<file path="src/rtl/elevator_request_scheduler.sv">
// Elevator request scheduler: latches floor calls into a pending bitmap, chooses the next
// target with a LOOK policy and sequences a fixed door dwell at every served floor.
module elevator_request_scheduler #(
    parameter int NUM_FLOORS = 10,
    parameter int DOOR_TICKS = 16
) (
    input  logic                  clk,
    input  logic                  rst_n,
    input  logic                  call_valid,
    input  logic [3:0]            call_floor,
    input  logic [3:0]            current_floor,
    output logic [3:0]            target_floor,
    output logic                  target_valid,
    output logic [1:0]            direction,
    output logic                  door_open,
    output logic [NUM_FLOORS-1:0] pending
);
    localparam int CW = (DOOR_TICKS > 1) ? $clog2(DOOR_TICKS) : 1;
    localparam logic [1:0] DIR_IDLE = 2'b00;
    localparam logic [1:0] DIR_UP   = 2'b10;
    localparam logic [1:0] DIR_DOWN = 2'b11;

    typedef enum logic [1:0] {IDLE, UP, DOWN, DOOR} state_t;
    typedef enum logic [2:0] {ACT_HOLD, ACT_UP, ACT_DOWN, ACT_IDLE, ACT_DOOR} action_t;

    state_t                state_q, state_d;
    action_t               act;
    logic [NUM_FLOORS-1:0] pending_q, pending_d;
    logic [3:0]            target_q, target_d;
    logic                  target_valid_q, target_valid_d;
    logic [1:0]            direction_q, direction_d;
    logic                  door_open_q, door_open_d;
    logic [CW-1:0]         dwell_q, dwell_d;

    logic       has_up, has_down, here;
    logic [3:0] up_floor, down_floor;

    // Priority scans: nearest call strictly above / strictly below the car.
    always_comb begin
        has_up     = 1'b0;
        has_down   = 1'b0;
        here       = 1'b0;
        up_floor   = '0;
        down_floor = '0;
        for (int i = NUM_FLOORS - 1; i >= 0; i--) begin
            if (pending_q[i] && (4'(i) > current_floor)) begin
                has_up   = 1'b1;
                up_floor = 4'(i);
            end
        end
        for (int i = 0; i < NUM_FLOORS; i++) begin
            if (pending_q[i] && (4'(i) < current_floor)) begin
                has_down   = 1'b1;
                down_floor = 4'(i);
            end
            if (4'(i) == current_floor) begin
                here = pending_q[i];
            end
        end
    end

    always_comb begin
        state_d        = state_q;
        pending_d      = pending_q;
        target_d       = target_q;
        target_valid_d = target_valid_q;
        direction_d    = direction_q;
        door_open_d    = door_open_q;
        dwell_d        = dwell_q;
        act            = ACT_HOLD;

        // A call for the floor the doors are already open at is absorbed.
        for (int i = 0; i < NUM_FLOORS; i++) begin
            if (call_valid && (4'(i) == call_floor) &&
                !((state_q == DOOR) && (call_floor == current_floor))) begin
                pending_d[i] = 1'b1;
            end
        end

        case (state_q)
            IDLE: begin
                if (here)          act = ACT_DOOR;
                else if (has_up)   act = ACT_UP;
                else if (has_down) act = ACT_DOWN;
                else               act = ACT_IDLE;
            end
            UP: begin
                if (current_floor == target_q) act = ACT_DOOR;
                else if (has_up)               act = ACT_UP;
                else if (has_down)             act = ACT_DOWN;
                else                           act = ACT_IDLE;
            end
            DOWN: begin
                if (current_floor == target_q) act = ACT_DOOR;
                else if (has_down)             act = ACT_DOWN;
                else if (has_up)               act = ACT_UP;
                else                           act = ACT_IDLE;
            end
            DOOR: begin
                if (dwell_q != '0) begin
                    dwell_d = dwell_q - 1'b1;
                end else if (direction_q == DIR_DOWN) begin
                    if (has_down)    act = ACT_DOWN;
                    else if (has_up) act = ACT_UP;
                    else             act = ACT_IDLE;
                end else begin
                    if (has_up)        act = ACT_UP;
                    else if (has_down) act = ACT_DOWN;
                    else               act = ACT_IDLE;
                end
            end
            default: act = ACT_IDLE;
        endcase

        // The door clear is applied after capture so a same-edge call for this floor loses.
        case (act)
            ACT_UP: begin
                state_d        = UP;
                target_d       = up_floor;
                target_valid_d = 1'b1;
                direction_d    = DIR_UP;
                door_open_d    = 1'b0;
            end
            ACT_DOWN: begin
                state_d        = DOWN;
                target_d       = down_floor;
                target_valid_d = 1'b1;
                direction_d    = DIR_DOWN;
                door_open_d    = 1'b0;
            end
            ACT_IDLE: begin
                state_d        = IDLE;
                target_valid_d = 1'b0;
                direction_d    = DIR_IDLE;
                door_open_d    = 1'b0;
            end
            ACT_DOOR: begin
                state_d        = DOOR;
                target_d       = current_floor;
                target_valid_d = 1'b0;
                door_open_d    = 1'b1;
                dwell_d        = CW'(DOOR_TICKS - 1);
                for (int i = 0; i < NUM_FLOORS; i++) begin
                    if (4'(i) == current_floor) begin
                        pending_d[i] = 1'b0;
                    end
                end
            end
            default: ;
        endcase
    end

    always_ff @(posedge clk or negedge rst_n) begin
        if (!rst_n) begin
            state_q        <= IDLE;
            pending_q      <= '0;
            target_q       <= '0;
            target_valid_q <= 1'b0;
            direction_q    <= DIR_IDLE;
            door_open_q    <= 1'b0;
            dwell_q        <= '0;
        end else begin
            state_q        <= state_d;
            pending_q      <= pending_d;
            target_q       <= target_d;
            target_valid_q <= target_valid_d;
            direction_q    <= direction_d;
            door_open_q    <= door_open_d;
            dwell_q        <= dwell_d;
        end
    end

    assign target_floor = target_q;
    assign target_valid = target_valid_q;
    assign direction    = direction_q;
    assign door_open    = door_open_q;
    assign pending      = pending_q;

endmodule
</file>
<file path="config.mk">
export PLATFORM = sky130hd
export DESIGN_NAME = elevator_request_scheduler
export DESIGN_NICKNAME = d
export VERILOG_FILES = /design/src/rtl/elevator_request_scheduler.sv
export SDC_FILE = /design/constraint.sdc
export NUM_CORES = 1
export LEC_CHECK = 0
export ABC_AREA = 1
export ABC_CLOCK_PERIOD_IN_PS = 2600
export CAP_MARGIN = 20
export CORE_ASPECT_RATIO = 1.25
export CORE_MARGIN = 3
export CORE_UTILIZATION = 55
export CTS_CLUSTER_DIAMETER = 100
export DETAILED_ROUTE_END_ITERATION = 16
export PLACE_DENSITY = 0.81
export SYNTH_ARGS = -nofsm -noshare
export SYNTH_HDL_FRONTEND = slang
export SYNTH_SLANG_ARGS = --single-unit
</file>
<file path="constraint.sdc">
create_clock -name clk -period 2.6 [get_ports clk]
set_clock_uncertainty 0.2 [all_clocks]
set_input_delay 0.65 -clock clk [delete_from_list [all_inputs] [get_ports clk]]
set_output_delay 0.65 -clock clk [all_outputs]
set_load 0.05 [all_outputs]
</file>
==> insert_results.sql, run 1 <==
INSERT INTO impl_metrics (metric_group, metric, value, unit) VALUES
('min_path', 'hold_path_end', 'door_open$_DFFE_PN0P_', ''),
('logic_synthesis', 'ys_warn_count', '0', ''),
('clock_network', 'clk_transition_reported_paths', '0.11', 'ns'),
('logic_synthesis', 'postSynth.topFlopCell', 'dfrtp_1', ''),
('global_route', 'largest_net_degree_at_the_start_of_global_routing', '25', ''),
('clock_network', 'clock_buffer_count_from_cts', '3', ''),
('timing', 'setup_ws', '-0.162', 'ns'),
('route', 'firstDrtPassIters', '10', ''),
('route', 'drt_iter0_drc', '543', ''),
('status', 'outcome', 'complete, but fails checks', ''),
('min_path', 'whs_path_depth', '2', ''),
('die', 'core_region_area', '3310', 'sq um'),
('power', 'switching_share', '54.8', '%'),
('route', 'met2WireLength', '4360', 'um'),
('placed_design', 'gp_congestion', '0.938', ''),
('logic_synthesis', 'ys_ff_latch', '24', ''),
('critical_path', 'startpoint_type_of_the_worst_setup_path', 'input pin', ''),
('global_route', 'gr-total-overflow', '0', ''),
('global_route', 'grt_first_pass_wirelength', '11200', 'um'),
('logic_synthesis', 'syn_area', '1970', 'sq um'),
('die', 'floorplan.die.width', '59.5', 'um'),
('route', 'via_per_inst', '6.72', ''),
('timing', 'timing.fmax', '0.362', 'GHz'),
('power', 'max-vdd-ir-drop', '0.951', 'mV'),
('global_route', 'global_routing_usage_summed_across_all_routing_layers', '34.1', '%'),
('status', 'failed_checks', 'setup timing', ''),
('timing', 'hold_ws', '0.327', 'ns'),
('timing', 'layout_min_cycle_time', '2.76', 'ns'),
('critical_path', 'crit_type', 'in2reg', ''),
('layout', 'fillCellCount', '112', ''),
('clock_network', 'cts_sinks', '24', ''),
('layout', 'finalCoreUtilization', '94.1', '%'),
('critical_path', 'register_to_register_setup_slack', '0.09', 'ns'),
('logic_synthesis', 'synthesis.area_per_instance', '6.84', 'sq um'),
('logic_synthesis', 'async_reset_ff_share', '100', '%'),
('min_path', 'hp-class', 'reg2reg', ''),
('timing', 'worst_slew_margin_rel', '64.0', '%'),
('critical_path', 'cp_data_required_time', '2.63', 'ns'),
('placed_design', 'place_hpwl', '4680', 'um'),
('layout', 'number_of_nets_in_the_layout', '402', ''),
('power', 'internal_power', '0.00164', 'W'),
('timing', 'final-hold-violation-count', '0', ''),
('power', 'clock_power_share', '10.0', '%'),
('logic_synthesis', 'synthesis.instances', '288', ''),
('route', 'totalWireLength', '9920', 'um'),
('critical_path', 'regToRegEndpoint', 'target_floor[0]$_DFFE_PN0P_', ''),
('route', 'drc_errors', '0', ''),
('layout', 'areaGrowthSynthToFinish', '58.1', '%'),
('clock_network', 'clkLatencyLatePin', '0.30', 'ns'),
('die', 'initial_core_util', '59.5', '%'),
('route', 'dr_wl_met3', '1310', 'um'),
('power', 'power.static_leakage', '1.62', 'nW'),
('clock_network', 'clock_tree_from_tritoncts', 'yes', ''),
('route', 'vias', '2855', ''),
('route', 'm1WireLength', '3150', 'um'),
('die', 'die_y', '72.9', 'um'),
('power', 'comb_power_share', '69.3', '%'),
('critical_path', 'kind_of_end_point_of_the_critical_path', 'flop', ''),
('critical_path', 'critical_path_peak_fanout', '4', ''),
('placed_design', 'pre_cts_slack', '-0.619', 'ns'),
('power', 'power.net_switching', '0.00199', 'W'),
('placed_design', 'dpl.cell_count', '397', ''),
('layout', 'mostFrequentLayoutCells', 'buf_4, nand2_1, nor2_1, inv_1, dfrtp_1', ''),
('job', 'cap_violations', '0', ''),
('timing', 'timing_worst_slew_pin_value', '0.538', 'ns'),
('timing', 'setup-violations-final', '9', ''),
('route', 'antenna_left', '0', ''),
('route', 'wl_per_cell', '23.3', 'um'),
('route', 'top_signal_layer_used', 'met4', ''),
('logic_synthesis', 'number_of_enable_type_register_cells_in_the_synthesized_netlist', '0', ''),
('power', 'power_density_relative_to_cell_area', '1160', 'nW/um^2');
-- cell usage after synthesis (2+ instances only) --
cell | count | area (sq um)
a31oi_1 | 8 | 50.1
inv_1 | 27 | 101
xor2_1 | 7 | 61.3
nor2_2 | 6 | 37.5
nor2_4 | 3 | 33.8
nor3_1 | 3 | 15.0
buf_6 | 3 | 33.8
nand2_1 | 75 | 282
dfrtp_1 | 24 | 601
nand3_4 | 2 | 35.0
ha_1 | 2 | 25.0
a21oi_1 | 15 | 75.1
nor2_1 | 36 | 135
clkinv_1 | 2 | 7.51
a21boi_0 | 2 | 15.0
nand3_1 | 28 | 140
o21ai_0 | 8 | 40.0
inv_2 | 4 | 15.0
nand3_2 | 6 | 60.1
nand2_2 | 9 | 56.3
-- per-layer routing --
layer | GRT usage, % | vias to the layer above
li1 | - | 1125
met1 | 34.7 | 1240
met2 | 56.9 | 351
met3 | 7.61 | 139
met4 | 29.8 | 0
met5 | 0 | -
-- power by group through the flow --
stage               combinational (W)  sequential, W  clock [W]
floorplan                    0.000929        0.00106          0
global placement              0.00189       0.000705          0
detailed placement            0.00193       0.000712          0
CTS                           0.00204       0.000709   0.000346
global route                  0.00265       0.000752   0.000364
finish                        0.00251       0.000751   0.000363
-- worst max-delay path, stage by stage --
cell	delay (ns)
buf_2	0.13
buf_6	0.13
buf_4	0.15
xor2_1	0.17
nor2_1	0.19
nand2_2	0.17
o21ai_2	0.20
nand2_2	0.10
a21oi_4	0.24
buf_6	0.15
buf_12	0.10
nand3_1	0.13
nand3_1	0.13
nand2_1	0.06
nand2_1	0.06
-- cell families after synthesis --
logic type | after synthesis | synth area share (%)
simple gates | 176 | 44.1
compound gates | 39 | 11.7
fa+ha+maj | 2 | 1.27
flops | 24 | 30.5
xor+xnor | 8 | 3.56
buf+inv | 39 | 8.83
-- repair_timing --
action / in CTS / in global routing
gates resized for setup: 30 / 49
endpoints found under the setup margin: 20 / 18
pin swaps: 14 / 21
setup buffers: 11 / 13
-- registers in the layout (all words and copies together), names as in the netlist --
signal        flops
dwell_q           4
pending          10
direction         2
target_floor      4
door_open         1
state_q           2
target_valid      1
-- worst max path at each step --
stage          slack (ns)                     endpoint  depth (start not counted)             start
2_1_floorplan        0.16  target_floor[0]$_DFFE_PN0P_                         15  current_floor[2]
3_3_place_gp        -0.56  target_floor[0]$_DFFE_PN0P_                         18  current_floor[3]
3_5_place_dp        -0.62  target_floor[0]$_DFFE_PN0P_                         16  current_floor[3]
4_1_cts              0.02  target_floor[0]$_DFFE_PN0P_                         18  current_floor[2]
5_1_grt             -0.48  target_floor[3]$_DFFE_PN0P_                         18  current_floor[1]
6_report            -0.16  target_floor[0]$_DFFE_PN0P_                         15  current_floor[1]
-- stage by stage --
| stage | TNS [ns] | instance area [sq um] | power [W] |
|---|---|---|---|
| after floorplan | 0 | 1970 | 0.00199 |
| after global placement | -9.44 | 2650 | 0.00260 |
| after detailed placement | -10.25 | 2650 | 0.00264 |
| after CTS | 0 | 2880 | 0.00310 |
| after global routing | -2.65 | 3120 | 0.00377 |
| final | -0.728 | 3120 | 0.00363 |
-- cell type report --
type / instances / area (sq um) / share of cell area [%]
Sequential cell: 24 / 601 / 19.3
Tap cell: 37 / 46.3 / 1.49
Clock inverter: 1 / 30.0 / 0.964
Inverter: 33 / 133 / 4.26
Timing Repair Buffer: 102 / 866 / 27.8
Multi-Input combinational cell: 225 / 1400 / 44.9
Clock buffer: 3 / 41.3 / 1.33
No activity file was read; power rests on OpenSTA's default activity.
==> run 2: changes to the inputs <==
--- a/config.mk
+++ b/config.mk
@@ -9,7 +9,7 @@
 export ABC_CLOCK_PERIOD_IN_PS = 2600
 export CAP_MARGIN = 20
 export CORE_ASPECT_RATIO = 1.25
-export CORE_MARGIN = 3
+export CORE_MARGIN = 5
 export CORE_UTILIZATION = 55
 export CTS_CLUSTER_DIAMETER = 100
 export DETAILED_ROUTE_END_ITERATION = 16
==> run 2 against run 1 <==
Effect of this change:
- the flow still finishes with violations (setup timing)
- maximum frequency rose by 6.1%
- power fell by 11%
- cell count fell by 3.1%
- core utilization decreased by 9.2 points
- design area fell by 5.0%
- combinational power fell by 14%
- sequential cell count is the same
- critical path type unchanged
- critical endpoint is now target_floor[3]$_DFFE_PN0P_
==> insert_results.sql, run 2 (synthesized netlist as in run 1, its figures left out) <==
INSERT INTO impl_metrics (metric_group, metric, value, unit) VALUES
('status', 'outcome', 'complete, but fails checks', ''),
('status', 'failed_checks', 'setup timing', ''),
('layout', 'mostFrequentLayoutCells', 'nand2_1, buf_4, nor2_1, inv_1', ''),
('timing', 'worst_slew_margin_rel', '65.8', '%'),
('layout', 'fin_area', '2960', 'sq um'),
('die', 'die_y', '76.9', 'um'),
('critical_path', 'r2r-start', 'pending[6]$_DFF_PN0_', ''),
('timing', 'setup_ws', '-0.00237', 'ns'),
('clock_network', 'clkLatencyLatePin', '0.28', 'ns'),
('job', 'cap_violations', '0', ''),
('critical_path', 'critical_path.max_stage_delay', '0.25', 'ns'),
('route', 'met2WireLength', '3830', 'um'),
('layout', 'largest_register_ffs', '10', ''),
('timing', 'timing_worst_slew_pin_value', '0.512', 'ns'),
('critical_path', 'slowest_stage', 'a21oi_4', ''),
('power', 'power.static_leakage', '1.53', 'nW'),
('route', 'vias', '2481', ''),
('timing', 'slew_viol_final', '0', ''),
('timing', 'timing.fmax', '0.384', 'GHz'),
('die', 'initial_core_util', '56.6', '%'),
('critical_path', 'startpoint_type_of_the_worst_setup_path', 'input pin', ''),
('die', 'core.rowCount', '24', ''),
('critical_path', 'path_common_cell', 'nand3_2', ''),
('route', 'm1WireLength', '2530', 'um'),
('route', 'antenna_left', '0', ''),
('critical_path', 'register_to_register_setup_slack', '0.36', 'ns'),
('global_route', 'largest_net_degree_at_the_start_of_global_routing', '25', ''),
('timing', 'final-hold-violation-count', '0', ''),
('route', 'via_per_inst', '6.02', ''),
('layout', 'drive_above_1_share', '33.5', '%'),
('power', 'power_density_relative_to_cell_area', '1090', 'nW/um^2'),
('die', 'die_area', '4890', 'sq um'),
('min_path', 'worst_hold_startpoint', 'door_open$_DFFE_PN0P_', ''),
('route', 'drt_iter0_drc', '190', ''),
('critical_path', 'worst-endpoint-arrival', '2.58', 'ns'),
('global_route', 'antenna_found_initial', '0', ''),
('critical_path', 'reg2regPathDepth', '12', ''),
('placed_design', 'io_buffer_count', '28', ''),
('clock_network', 'cts_htree_levels', '1', ''),
('global_route', 'grt_first_pass_wirelength', '10800', 'um'),
('global_route', 'gr-total-overflow', '0', ''),
('placed_design', 'dpl-instance-area', '2620', 'sq um'),
('min_path', 'whs_path_depth', '2', ''),
('critical_path', 'worstPathCellList', 'buf_2 > buf_12 > nor2_4 > nand3_2 > nand3_2 > nand2_1 > nor2_2 > nand3_2 > clkinv_1 > nand2_2 > a21oi_4 > nand3_4 > nand3_2 > nand3_1 > nand2_1 > nand2_1', ''),
('power', 'max-vdd-ir-drop', '0.999', 'mV'),
('route', 'drc_errors', '0', ''),
('min_path', 'hp-class', 'reg2reg', ''),
('timing', 'setup-violations-final', '1', ''),
('layout', 'antennaDiodeCount', '0', ''),
('clock_network', 'clockBufferDepth', '2', ''),
('route', 'top_signal_layer_used', 'met4', ''),
('route', 'totalWireLength', '7340', 'um'),
('clock_network', 'cts.hold.buffers_added', '0', ''),
('timing', 'period_share', '100', '%'),
('clock_network', 'clock_tree_from_tritoncts', 'yes', ''),
('placed_design', 'place_hpwl', '4640', 'um'),
('die', 'floorplan.die.width', '63.5', 'um'),
('critical_path', 'critical_path_peak_fanout', '7', ''),
('clock_network', 'root_buffer', 'clkbuf_8', ''),
('timing', 'hold_ws', '0.282', 'ns'),
('route', 'dr_wl_met3', '520', 'um'),
('die', 'core_region_area', '3480', 'sq um'),
('clock_network', 'cts_sinks', '24', ''),
('critical_path', 'critPathLaunch', 'current_floor[3]', ''),
('layout', 'commonest_non_fill_non_tap_cell_in_the_layout', 'nand2_1', ''),
('critical_path', 'crit_type', 'in2reg', ''),
('clock_network', 'clock_buffer_count_from_cts', '3', ''),
('critical_path', 'regToRegEndpoint', 'target_floor[3]$_DFFE_PN0P_', ''),
('min_path', 'hold_path_end', 'door_open$_DFFE_PN0P_', ''),
('route', 'firstDrtPassIters', '5', ''),
('die', 'num_io_pins', '29', ''),
('clock_network', 'clk_transition_reported_paths', '0.09', 'ns'),
('global_route', 'global_routing_usage_summed_across_all_routing_layers', '27.5', '%'),
('global_route', 'grt_pass1_vias', '2384', ''),
('route', 'wl_per_cell', '17.8', 'um'),
('timing', 'rsz0062_at_grt', 'true', ''),
('placed_design', 'gp_congestion', '0.996', ''),
('critical_path', 'cp_data_required_time', '2.57', 'ns'),
('timing', 'layout_min_cycle_time', '2.60', 'ns'),
('critical_path', 'kind_of_end_point_of_the_critical_path', 'flop', ''),
('layout', 'number_of_nets_in_the_layout', '387', ''),
('layout', 'areaGrowthSynthToFinish', '50.2', '%');
run 2: cell types whose count changed in the layout (fill, tap and decap cells not counted), sizes merged:
cell,previous run,this run
buf,77,59
clkbuf,4,7
clkdlybuf4s50,23,24
clkinv,1,2
dlymetal6s2s,1,0
inv,31,30
run 2: final cells by class:
type                    count  area, sq um
clock buffers               3         41.3
clock inverters             1         30.0
fillers                   213          524
inverters                  33          128
multi-input cells         225         1320
flip-flops and latches     24          601
well taps                  39         48.8
repair buffers             87          795
run 2: how the worst max path moves through the flow:
| stage | to | slack [ns] | depth (start not counted) |
|---|---|---|---|
| after detailed placement | target_floor[0]$_DFFE_PN0P_ | -0.61 | 18 |
| after floorplan | target_floor[0]$_DFFE_PN0P_ | 0.16 | 15 |
| final | target_floor[3]$_DFFE_PN0P_ | -0.002 | 16 |
| after CTS | target_floor[3]$_DFFE_PN0P_ | 0.0007 | 18 |
| after global placement | target_floor[0]$_DFFE_PN0P_ | -0.53 | 18 |
| after global routing | target_floor[3]$_DFFE_PN0P_ | -0.15 | 16 |
run 2: critical path, delay by kind of cell:
| kind | cells | cell delay, ns |
|---|---|---|
| and+or+nand+nor | 12 | 1.30 |
| buffers and inverters | 3 | 0.38 |
| AOI/OAI and AO/OA | 1 | 0.25 |
run 2: power by group:
group | switching [W] | internal (W) | total (W)
clock network | 0.000137 | 0.000206 | 0.000343
logic | 0.00137 | 0.000789 | 0.00216
registers | 0.000170 | 0.000542 | 0.000712
total | 0.00168 | 0.00154 | 0.00322
run 2: per-layer routing:
layer  vias up  track usage (%)
met4         0             13.5
li1       1102                -
met5         -                0
met1      1174             30.5
met2       153             49.7
met3        52             3.95
run 2: timing repair:
item	4_1_cts	5_1_grt
pin swaps	9	14
cloned	0	2
resized for setup	17	33
setup buffers	5	8
endpoints found under the setup margin	22	23
run 2: stage by stage:
step                      setup WS (ns)  util (%)   TNS, ns  cells  power [W]
after detailed placement         -0.615      75.1    -10.27    393    0.00263
after CTS                      0.000710      79.0         0    402    0.00301
after global routing             -0.147      84.9    -0.676    412    0.00343
final                          -0.00237      84.9  -0.00237    412    0.00322
after global placement           -0.535      75.1     -8.93    393    0.00258
after floorplan                   0.157         -         0    288    0.00199
==> variant 1: new RTL, settings of run 1 <==
The 4 states of `state_t` get a one-hot encoding in 4 bits.
--- a/src/rtl/elevator_request_scheduler.sv
+++ b/src/rtl/elevator_request_scheduler.sv
@@ -21,5 +21,5 @@
     localparam logic [1:0] DIR_DOWN = 2'b11;
 
-    typedef enum logic [1:0] {IDLE, UP, DOWN, DOOR} state_t;
+    typedef enum logic [3:0] {IDLE = 4'b0001, UP = 4'b0010, DOWN = 4'b0100, DOOR = 4'b1000} state_t;
     typedef enum logic [2:0] {ACT_HOLD, ACT_UP, ACT_DOWN, ACT_IDLE, ACT_DOOR} action_t;
 
Function: no difference found for any inputs over 10 cycles, from zero or initial values and one cycle with rst_n low; not proved beyond that.
==> variant 1 against run 1 <==
- the run still ends with setup timing left
- total power increased by 12%
- sequential cell count rose by 2
- routed wire length fell by 9.6%
- worst setup slack lost 0.034 ns
- synthesized area increased by 10%
- first-iteration DRC count shrank 42%
- design area grew 4.4%
- via count is 1.1% lower
- critical path type unchanged
- critical endpoint is now target_floor[1]
- highest routed layer unchanged
==> variant 1: results (changes against run 1) <==
Worst VDD drop=0.000973 V (+2.3%); vias in the first global route=2669 (+4.8%); global-route wire length before repair=12500 um (+11%); pin count of the biggest net entering global routing=27 (+8.0%); PnR worst setup slack=-0.196 ns (-0.0341 ns); inverters=42 (+27%); failing checks=setup timing; Non-clock buffers=103 (+0.98%); largest fanout on the critical path=10 (+6); share of post-route cells with drive strength above 1=0.394 (-0.0156); Synth Area in Compound Gates=0.113 (-0.00443); placed inst area=2900 sq um (+9.7%); Multi-In Gates=236 (+4.9%); vias per inst=6.10 (-9.2%); pre-CTS WS=-0.701 ns (-0.0823 ns); Fill cells=163 (+46%); Storage cell area=652 sq um (+8.5%); DR pass1 iterations=5 (-5); leading cell types by count after synthesis=nand2_1, inv_1, dfrtp_1; unique cell type count in the Yosys netlist=39 (+2.6%); placer's final routability congestion estimate=0.908 (-3.2%); Rel. slew slack=0.631 (-0.00865); clock sinks=26 (+8.3%); Synth Net Count=322 (+7.0%); multi-input combinational area share=0.437 (-0.0119); dpl hpwl=5150 um (+10%); setup violators final=4 (-5); XOR/XNOR Fraction of Synth Area=0.0363 (+0.000777); Layout Cells excl Fill=463 (+8.9%); Mapped Cells=309 (+7.3%); final wirelength=8970 um (-9.6%); # nets final=425 (+5.7%); outcome=finished, violations left; clk tree area frac=0.0219 (-0.000960)
## variant 1: changes by cell type in the layout (fill, tap and decap cells not counted), moves of 3 or more
cell	change
buf_6	+4
nand2_1	+23
inv_2	+5
nand3_2	-12
o21ai_0	-3
nor2_1	-12
inv_1	+5
nand2_2	+3
## variant 1: final timing paths
| path | start | to | slack, ns | depth (start not counted) |
|---|---|---|---|---|
| min in group asynchronous | rst_n | target_floor[0] | 0.53 | 2 |
| max reg2reg | pending[4] | target_floor[1] | 0.02 | 17 |
| max | current_floor[1] | target_floor[1] | -0.20 | 16 |
| min reg2reg | dwell_q[2] | dwell_q[2] | 0.32 | 2 |
| min | dwell_q[2] | dwell_q[2] | 0.32 | 2 |
| max in group asynchronous | rst_n | state_q[0] | 1.37 | 2 |
## variant 1: what timing repair did
| action | CTS | global route |
|---|---|---|
| endpoints found under the setup margin | 26 | 7 |
| resized for setup | 27 | 35 |
| setup buffers | 8 | 9 |
| hold buffers | 0 | 0 |
| pin swaps | 11 | 30 |
## variant 1: kinds of logic (layout without fill, tap and decap cells)
group                    count (synthesis)  in the layout
XOR/XNOR                                 9              9
AO/OA/AOI/OAI                           37             37
AND/OR/NAND/NOR                        188            188
flip-flops                              26             26
adder cells (fa/ha/maj)                  2              2
buffers and inverters                   47            149
## variant 1: report_power, final
part           internal, mW  total, mW  switching, mW
logic                  1.11       2.91           1.80
clock network         0.207      0.361          0.155
registers             0.592      0.803          0.210
total                  1.91       4.08           2.17
## variant 1: layer usage
| layer | GRT usage | vias to the layer above | part of all wire |
|---|---|---|---|
| met4 | 0.175 | 0 | 0.094 |
| met5 | 0 | - | 0 |
| li1 | - | 1190 | - |
| met2 | 0.571 | 249 | 0.47 |
| met1 | 0.376 | 1289 | 0.34 |
| met3 | 0.0546 | 97 | 0.095 |
==> variant 2: new RTL, config.mk and constraints of run 1 <==
Made on the original files. Set the parameter `NUM_FLOORS` to 11 (it was 10).
--- a/src/rtl/elevator_request_scheduler.sv
+++ b/src/rtl/elevator_request_scheduler.sv
@@ -2,5 +2,5 @@
 // target with a LOOK policy and sequences a fixed door dwell at every served floor.
 module elevator_request_scheduler #(
-    parameter int NUM_FLOORS = 10,
+    parameter int NUM_FLOORS = 11,
     parameter int DOOR_TICKS = 16
 ) (
Ports: changed (resized pending); port bits go from 29 to 30. The function was not compared with the original's and may differ.
==> variant 2 against run 1 <==
- the run still ends with setup timing left
- synthesized area grew 6.5%
- utilization shrank 6.9 points
- sequential cell count grew 1
- worst setup slack gained 0.12 ns
- design area grew 0.12%
- routed wire length shrank 14%
- total power shrank 10%
- sequential power grew 0.8%
- critical path depth is the same
- synthesized cell count grew 3.5%
==> variant 2: results (changes against run 1) <==
latest clock arrival within the worst-skew pair=0.28 ns (-0.02 ns); hold_ws=0.292 ns (-0.0348 ns); Worst R2R Start=pending[4]; max reg flops=11 (+1); CTS Buffer Depth=2 (unchanged); global-route wire length before repair=10900 um (-2.9%); Fill cells=189 (+69%); CP max-delay cell=o21ai_4; hold endpoint=door_open; Layout Cells excl Fill=428 (+0.71%); Rel. slew slack=0.641 (+0.000719); final wirelength=8560 um (-14%); outcome=finished, violations left; post-synthesis sequential area ratio=0.298 (-0.00661); Vias=2701 (-5.4%); setup TNS=-0.103 ns (+0.625 ns); pin count of the biggest net entering global routing=26 (+4.0%); number of port buffers=29 (+3.6%); leakage power=1.56 nW (-3.1%); placer's final routability congestion estimate=0.947 (+1.0%); Synth warnings=0 (unchanged); dpl hpwl=4740 um (+1.2%); r2r worst-path depth=15 (+1); placed inst area=2760 sq um (+4.2%); CP max stage delay=0.29 ns (+0.05 ns); unique cell type count in the Yosys netlist=35 (-7.9%); Critical Path AT=2.62 ns (-0.17 ns); DR pass1 iterations=5 (-5); total internal power=1.50 mW (-8.6%); failing checks=setup timing; largest fanout on the critical path=6 (+2); share of post-route cells with drive strength above 1=0.357 (-0.0525); placed insts=407 (+2.5%); setup violators final=3 (-6); vias in the first global route=2448 (-3.9%); leading cell types by count after synthesis=nand2_1, nor2_1, dfrtp_1; PnR worst setup slack=-0.0388 ns (+0.124 ns); Mapped Cells=298 (+3.5%); Synth Net Count=311 (+3.3%); Reg2Reg Capture Point=target_floor[1]; pre-CTS WS=-0.558 ns (+0.0610 ns); Iter 0 DRT Violations=410 (-24%); Synth area leaders=dfrtp_1, nand2_1, nor2_1
-- variant 2: logic make-up (layout without fill, tap and decap cells) --
group           count (synthesis)  in the layout  synth area share
compound gates                 42             42             0.125
buf+inv                        36            126            0.0859
simple gates                  185            186             0.446
xor+xnor                        8              8            0.0334
flops                          25             25             0.298
fa+ha+maj                       2              2            0.0119
-- variant 2: what timing repair did --
item,4_1_cts,5_1_grt
endpoints found under the hold margin,0,0
endpoints found under the setup margin,24,23
resized for setup,13,40
setup buffers,3,11
cloned,3,0
pin swaps,9,20
-- variant 2: power groups by stage --
stage / clock network, mW / logic, mW / registers (mW)
after floorplan: 0 / 0.866 / 1.10
after global placement: 0 / 1.78 / 0.731
after detailed placement: 0 / 1.83 / 0.729
after CTS: 0.248 / 1.88 / 0.725
after global routing: 0.263 / 2.37 / 0.766
final: 0.256 / 2.24 / 0.757
-- variant 2: routing by layer --
metal	wire [um]	global-route usage	vias up
met5	0	0	-
met2	4150	0.549	231
met4	805	0.200	0
li1	-	-	1155
met1	2940	0.352	1222
met3	672	0.0446	93
-- variant 2: final cells by class --
cell class,instances,area [sq um],share of cell area
repair buffers,92,833,0.267
clock buffers,3,41.3,0.0132
inverters,30,125,0.0401
flip-flops and latches,25,626,0.201
well taps,39,48.8,0.0156
multi-input cells,238,1440,0.461
clock inverters,1,7.51,0.00241
-- variant 2: worst max-delay path by stage --
stage | startpoint | end | slack, ns | depth (start not counted)
2_1_floorplan | current_floor[2] | target_floor[2] | 0.19 | 15
3_3_place_gp | current_floor[2] | target_floor[2] | -0.51 | 18
3_5_place_dp | current_floor[1] | target_floor[3] | -0.56 | 18
4_1_cts | current_floor[2] | target_floor[3] | 0.002 | 18
5_1_grt | current_floor[1] | target_floor[2] | -0.15 | 15
6_report | current_floor[1] | target_floor[3] | -0.04 | 15
